[src/rtl/sound_arbiter.sv]
// Fixed-priority arbiter sharing one square-wave audio output among N_REQ sound-effect requesters.
// Optional macro SOUND_ARBITER_PREEMPT_EN lets a higher-priority request cut the playing effect short.
module sound_arbiter #(
   parameter int N_REQ   = 4,
   parameter int TONE_W  = 16,
   parameter int DUR_W   = 24,
   parameter int GAP_CYC = 1000
) (
   input  logic                     clk,
   input  logic                     reset,
   input  logic [N_REQ-1:0]         req,
   input  logic [N_REQ*TONE_W-1:0]  req_tone,
   input  logic [N_REQ*DUR_W-1:0]   req_dur,
   output logic [N_REQ-1:0]         grant,
   output logic                     busy,
   output logic [N_REQ-1:0]         pending,
   output logic                     aud_pwm,
   output logic                     aud_sd
);

   localparam logic [1:0] IDLE = 2'd0;
   localparam logic [1:0] PLAY = 2'd1;
   localparam logic [1:0] GAP  = 2'd2;

   localparam int GAP_W = (GAP_CYC > 1) ? $clog2(GAP_CYC) : 1;
   localparam logic [GAP_W-1:0] GAP_LAST = GAP_W'((GAP_CYC > 0) ? GAP_CYC - 1 : 0);
   localparam logic [N_REQ-1:0] ONE = {{(N_REQ-1){1'b0}}, 1'b1};

   logic [1:0]        state, nxt_state;
   logic [N_REQ-1:0]  eff, pick_oh, nxt_pending;
   logic [TONE_W-1:0] pick_tone, tone_reg, tone_cnt;
   logic [DUR_W-1:0]  pick_dur, dur_cnt;
   logic [GAP_W-1:0]  gap_cnt;
   logic              pick_vld, grant_now, preempt;

   // A zero duration or half-period is promoted to one cycle.
   function automatic logic [DUR_W-1:0] sat_dur(input logic [DUR_W-1:0] v);
      return (v == '0) ? DUR_W'(1) : v;
   endfunction

   function automatic logic [TONE_W-1:0] sat_tone(input logic [TONE_W-1:0] v);
      return (v == '0) ? TONE_W'(1) : v;
   endfunction

   assign eff      = pending | req;
   assign pick_oh  = eff & (~eff + ONE);
   assign pick_vld = (eff != '0);

   always_comb begin
      pick_tone = '0;
      pick_dur  = '0;
      for (int i = 0; i < N_REQ; i++) begin
         if (pick_oh[i]) begin
            pick_tone = req_tone[i*TONE_W +: TONE_W];
            pick_dur  = req_dur[i*DUR_W +: DUR_W];
         end
      end
   end

`ifdef SOUND_ARBITER_PREEMPT_EN
   // grant - 1 masks every index with higher priority than the playing one.
   assign preempt = (state == PLAY) && ((eff & (grant - ONE)) != '0);
`else
   assign preempt = 1'b0;
`endif

   always_comb begin
      nxt_state = state;
      grant_now = 1'b0;
      case (state)
         IDLE: begin
            if (pick_vld) begin
               grant_now = 1'b1;
               nxt_state = PLAY;
            end
         end
         PLAY: begin
            if (preempt) begin
               grant_now = 1'b1;
            end else if (dur_cnt == DUR_W'(1)) begin
               if (GAP_CYC == 0) begin
                  grant_now = pick_vld;
                  nxt_state = pick_vld ? PLAY : IDLE;
               end else begin
                  nxt_state = GAP;
               end
            end
         end
         GAP: begin
            if (gap_cnt == GAP_LAST) begin
               grant_now = pick_vld;
               nxt_state = pick_vld ? PLAY : IDLE;
            end
         end
         default: nxt_state = IDLE;
      endcase
   end

   assign nxt_pending = eff & ~(grant_now ? pick_oh : '0);
   assign busy        = (state != IDLE);
   assign aud_sd      = (state != IDLE);

   always_ff @(posedge clk or posedge reset) begin
      if (reset) begin
         state    <= IDLE;
         grant    <= '0;
         pending  <= '0;
         dur_cnt  <= '0;
         gap_cnt  <= '0;
         tone_cnt <= '0;
         aud_pwm  <= 1'b0;
      end else begin
         state   <= nxt_state;
         pending <= nxt_pending;
         if (grant_now) begin
            grant    <= pick_oh;
            dur_cnt  <= sat_dur(pick_dur);
            tone_cnt <= '0;
            aud_pwm  <= 1'b0;
         end else if ((state == PLAY) && (nxt_state == PLAY)) begin
            dur_cnt <= dur_cnt - DUR_W'(1);
            if (tone_cnt == tone_reg - TONE_W'(1)) begin
               tone_cnt <= '0;
               aud_pwm  <= ~aud_pwm;
            end else begin
               tone_cnt <= tone_cnt + TONE_W'(1);
            end
         end else begin
            grant    <= '0;
            dur_cnt  <= '0;
            tone_cnt <= '0;
            aud_pwm  <= 1'b0;
         end
         gap_cnt <= ((state == GAP) && (nxt_state == GAP)) ? gap_cnt + GAP_W'(1) : '0;
      end
   end

   // Half-period is only consulted in PLAY, which is always entered through a grant load.
   always_ff @(posedge clk) begin
      if (grant_now) tone_reg <= sat_tone(pick_tone);
   end

endmodule

[config.mk]
export PLATFORM = sky130hd
export DESIGN_NAME = sound_arbiter
export DESIGN_NICKNAME = d
export VERILOG_FILES = /design/src/rtl/sound_arbiter.sv
export SDC_FILE = /design/constraint.sdc
export NUM_CORES = 1
export LEC_CHECK = 0
export ABC_CLOCK_PERIOD_IN_PS = 3600
export CAP_MARGIN = 20
export CORE_MARGIN = 5
export CORE_UTILIZATION = 43
export DETAILED_ROUTE_END_ITERATION = 8
export PLACE_DENSITY = 0.84
export SLEW_MARGIN = 20
export SYNTH_ARGS = -nofsm -noshare
export SYNTH_HDL_FRONTEND = slang
export SYNTH_SLANG_ARGS = --single-unit
export TNS_END_PERCENT = 5
[constraint.sdc]
create_clock -name clk -period 3.6 [get_ports clk]
set_input_delay 0.36 -clock clk [delete_from_list [all_inputs] [get_ports clk]]
set_output_delay 0.36 -clock clk [all_outputs]
set_load 0.02 [all_outputs]
Word-level counts from Yosys, hierarchy flattened
Index checks and enable logic that the tools add are counted.
- add/sub/neg operators: 5
- equal/unequal tests: 9
- mux-type cells: 29
- bitwise gates (word level): 6
- reductions and logical operators: 7
- operators by type and width (operator ; count):
    $mux W24 ; 7
    $mux W16 ; 7
    $eq A24 B1 Y1 const B ; 1
    $logic_not A24 Y1 ; 1
    $sub A24 B1 Y24 const B ; 1
    $add A16 B1 Y16 const B ; 1
    $eq A16 B16 Y1 ; 1
    $logic_not A16 Y1 ; 1
    $sub A16 B1 Y16 const B ; 1
    $mux W4 ; 3
    $add A10 B1 Y10 const B ; 1
    $eq A10 B10 Y1 const B ; 1
    $mux W10 ; 1
    $and A4 B4 Y4 ; 2
    $not A4 Y4 ; 2
    $mux W1 ; 6
    $mux W2 ; 3
    $pmux W2 S3 ; 1
    $add A4 B1 Y4 const B ; 1
    $eq A2 B1 Y1 const B ; 2
    $eq A2 B2 Y1 const B ; 2
    $or A4 B4 Y4 ; 1
    $reduce_bool A4 Y1 ; 1
    $ne A3 B2 Y1 const B ; 1
    other kinds (6) ; 7
- flip-flop bits (word level): 77
- input port bits: 166
- output and inout port bits: 11
- word-level logic and storage cells: 64

Logic depth before layout (Yosys ltp)
- word-level depth: 11
- gate-level depth with buffers: 11
- mapped depth without buffers: 9

Worst setup path before layout
No wires, ideal clock.
- kind: reg2reg
- start: reg tone_reg[2]
- end: reg tone_cnt[6]
- library setup time: 119 ps
- arrival: 2461 ps
- required time: 3481 ps
- path slack: 1020 ps
- cell stages (with the launch flop): 10
- buffers on the path: 2
- path through: edfxtp_1 -> buf_6 -> or4_4 -> or3_4 -> o311ai_2 -> o21ai_0 -> a2111o_1 -> nand2_4 -> buf_6 -> nor2_1
- word-level cells in the longest chain between the ends: 5
- RTL lines (what ; RTL line ; source):
    start, declared ; 31 ; logic [TONE_W-1:0] pick_tone, tone_reg, tone_cnt;
    start signal, assigned ; 140 ; if (grant_now) tone_reg <= sat_tone(pick_tone);
    $sub A16 B1 Y16 ; 122 ; if (tone_cnt == tone_reg - TONE_W'(1)) begin
    $eq A16 B16 Y1 ; 122 ;
    $mux W16 ; 122 ;
    $mux W16 ; 120 ; end else if ((state == PLAY) && (nxt_state == PLAY)) begin
    $mux W16 ; 115 ; if (grant_now) begin
    end signal, assigned ; 126 ; tone_cnt <= tone_cnt + TONE_W'(1);
    end, declared ; 31 ;
Every way passes these cells.
A chain may end at the register's enable or synchronous reset.

Worst setup path after layout
- start: reg pending[0]
- end: reg dur_cnt[0]
- word-level cells in the longest chain between the ends: 11
- RTL lines (what ; RTL line ; source):
    start, declared ; 16 ; output logic [N_REQ-1:0] pending,
    start signal, assigned ; 114 ; pending <= nxt_pending;
    $or A4 B4 Y4 (*) ; 45 ; assign eff = pending | req;
    $not A4 Y4 ; 46 ; assign pick_oh = eff & (~eff + ONE);
    $add A4 B1 Y4 ; 46 ;
    $and A4 B4 Y4 ; 46 ;
    $mux W24 (4 in series) ; 53 ; if (pick_oh[i]) begin
    $logic_not A24 Y1 ; 38 ; return (v == '0) ? DUR_W'(1) : v;
    $mux W24 ; 38 ;
    $mux W24 (*) ; 115 ;
    end signal, assigned ; 117 ; dur_cnt <= sat_dur(pick_dur);
    end signal, assigned ; 121 ; dur_cnt <= dur_cnt - DUR_W'(1);
    end, declared ; 32 ; logic [DUR_W-1:0] pick_dur, dur_cnt;
Every way passes the cells marked *; elsewhere a longest branch is shown, timed or not.

==> impl_metrics.env <==
export IMPL_status="finished, final reports clean"
export IMPL_wl_met1_mm=6.866
export IMPL_fin_crit_ns=2.998
export IMPL_rsz0062_at_grt="no"
export IMPL_cts_sinks=77
export IMPL_synthCells=566
export IMPL_async_flop_share_pct=79.22
export IMPL_slowest_delay_ns=0.66
export IMPL_grt_start_max_net_pins=43
export IMPL_first_pass_iters=8
export IMPL_p_leak_nw=2.842
export IMPL_antenna_found_initial=0
export IMPL_detail_route_vias_per_cell=6.038
export IMPL_setup_tns_ns=0
export IMPL_grt_pass1_vias=5578
export IMPL_synth_edf_count=16
export IMPL_row_count=39
export IMPL_worstPathArrival_ns=3.24
export IMPL_totalWireLength_mm=17.60
export IMPL_synth_top_cells_by_count="61 x dfrtp_1, 60 x nor2_1, 58 x nand2_1"
export IMPL_powerDensity_mw_per_mm2=284.9
export IMPL_post_cts_buffers=0
export IMPL_worst_setup_path_type="flip-flop to flip-flop"
export IMPL_dpl_hpwl_mm=13.99
export IMPL_seq_area_mm2=0.002007
export IMPL_syn_num_nets=737
export IMPL_htree_levels=3
export IMPL_yosys_area_top_type="dfrtp_1"
export IMPL_drt_iter0_drc=454
export IMPL_die_h_um=118.5
export IMPL_cp_required_ns=3.84
export IMPL_whs_ns=0.5021
export IMPL_drc=0
export IMPL_cap_violations=0
export IMPL_initial_utilization_pct=44.12
export IMPL_grt_util_all_layers_pct=24.08
export IMPL_synth_top_area_share_pct=30.17
export IMPL_clock_fmax_mhz=333.5
export IMPL_yosys_warnings=0
export IMPL_top_layer_used="met4"
export IMPL_largest_reg_flops=24
export IMPL_final_cells=879
export IMPL_cts_resized_gates=0
export IMPL_ys_seq_area_share_pct=39.66
export IMPL_utilization_pct=63.03
export IMPL_diodes=0
export IMPL_slowest_stage="or4_1"
export IMPL_multiInputGateArea_mm2=0.002805
export IMPL_wl_per_cell_um=20.02
export IMPL_crit_path_frequent_cell="o22ai_1"
export IMPL_area_growth_pct=42.85
export IMPL_hold_viol=0
export IMPL_max_slew_margin_rel_pct=34.41
export IMPL_crit_chain="or4_1 -> or3_1 -> o22ai_1 -> a31oi_1 -> a2111oi_0 -> a41oi_1 -> o22ai_1"
export IMPL_finalClockSkew_ns=0.009084
export IMPL_cts_buffer_depth=2
export IMPL_max_slew_worst_pin_slew_ns=0.9827
export IMPL_ant_nets=0
export IMPL_netlist_top_cells_area="dfrtp_1 30%, edfxtp_1 9.5%, xnor2_1 5.2%"
export IMPL_fill_cells=898
export IMPL_min_path_type="flip-flop to flip-flop"
export IMPL_finalCritPeriodShare_pct=83.28
export IMPL_pin_count=177
export IMPL_clk_latency_ns=0.34
export IMPL_crit_fanout=18
export IMPL_worstSetupEndpointType="flip-flop"
export IMPL_wl_met2_mm=8.593
export IMPL_ys_types=64
export IMPL_vdd_drop_max_mv=0.2426
export IMPL_gp_congestion=0.9010
export IMPL_fp_dieArea_mm2=0.01404
export IMPL_overflow=0
export IMPL_syn_avg_cell_area_um2=8.940
export IMPL_drv_slew=0
export IMPL_start_kind="flip-flop"
export IMPL_nets=902
export IMPL_ys_flop_type="dfrtp_1"
export IMPL_placed_cells=863
export IMPL_cts_root_buf="clkbuf_16"
export IMPL_synth_area_mm2=0.005060
export IMPL_dr_wl_met3_mm=1.332
export IMPL_clkTransAtPathRegs_ns=0.06
export IMPL_ys_ff_latch=77
export IMPL_portBuffers=176
export IMPL_core_mm2=0.01147
export IMPL_dieWidth_um=118.5
export IMPL_cts_buffers=9
export IMPL_vias=5307
export IMPL_cts_hold_buffers=0
export IMPL_synthMostInstantiatedCell="dfrtp_1"
export IMPL_finalSetupViolCount=0
export IMPL_cts_tree="built"
export IMPL_final_layout_size_suffix_gt1_share_pct=5.299
export IMPL_grt_pass1_wl_mm=27.67
==> per-layer routing <==
layer | up-vias | track usage, %
met3 | 65 | 5.205
met1 | 2504 | 28.95
li1 | 2462 | -
met2 | 276 | 40.79
met4 | 0 | 11.98
met5 | - | 0
==> cell type report <==
type / instances / share of cell area [%]
timing repair buffer: 187 / 25.51
inverter: 26 / 1.350
clock inverter: 4 / 0.6751
clock buffer: 12 / 3.410
sequential: 77 / 27.77
tap: 143 / 2.475
multi-input combinational: 430 / 38.81
==> power by group <==
part / leakage, nW / internal, mW / switching, mW
Sequential: 0.873 / 0.891 / 0.000000000000000153
Combinational: 1.82 / 0.185 / 0.0822
Clock: 0.147 / 0.555 / 0.346
==> cell families (layout without fill, tap and decap cells) <==
kind of cell | Yosys count | after routing | synth area share (%)
multiplexers | 3 | 3 | 0.5935
XOR/XNOR | 58 | 58 | 10.04
buffers and inverters | 59 | 229 | 5.118
adder cells (fa/ha/maj) | 5 | 5 | 1.236
AO/OA/AOI/OAI | 148 | 148 | 22.33
AND/OR/NAND/NOR | 216 | 216 | 21.02
flip-flops | 77 | 77 | 39.66
==> path summary, 6_finish.rpt <==
| path | start | end | slack (ns) | cells past startpoint |
|---|---|---|---|---|
| max | pending[0] | dur_cnt[0] | 0.60 | 7 |
| min | grant[1] | grant[1] | 0.50 | 1 |
| max reg2reg | pending[0] | dur_cnt[0] | 0.60 | 7 |
| min reg2reg | grant[1] | grant[1] | 0.50 | 1 |
| max in group asynchronous | reset | dur_cnt[1] | 2.26 | 3 |
| min in group asynchronous | reset | aud_pwm | 0.53 | 2 |
==> cells in the final DEF (no fill, tap or decap), types with 8 or more instances in the layout <==
master           count
clkdlybuf4s50_1    176
dfrtp_1             61
nor2_1              58
nand2_1             58
xnor2_1             30
xor2_1              28
o21ai_0             27
inv_1               25
o31ai_1             20
a222oi_1            19
nand3_1             18
nor4_1              16
edfxtp_1            16
nor3_1              12
buf_4               11
o22ai_1             10
and3_1               9
clkbuf_16            9
or4_1                8
a22o_1               8
==> critical path, delay by kind of cell, from the launching register on <==
kind,cells,cell delay [ns]
simple gates,2,1.30
compound gates,5,1.10
flops,1,0.51
==> metrics by stage <==
stage | setup WS [ns] | area (um2) | total power [mW]
floorplan | 1.020 | 5060 | 0.9649
global placement | 0.4592 | 6933 | 1.172
detailed placement | 0.3385 | 6933 | 1.173
CTS | 0.5827 | 7228 | 2.062
global route | 0.4411 | 7228 | 2.115
finish | 0.6018 | 7228 | 2.059
Note: power is estimated with default switching activity, not from simulation.
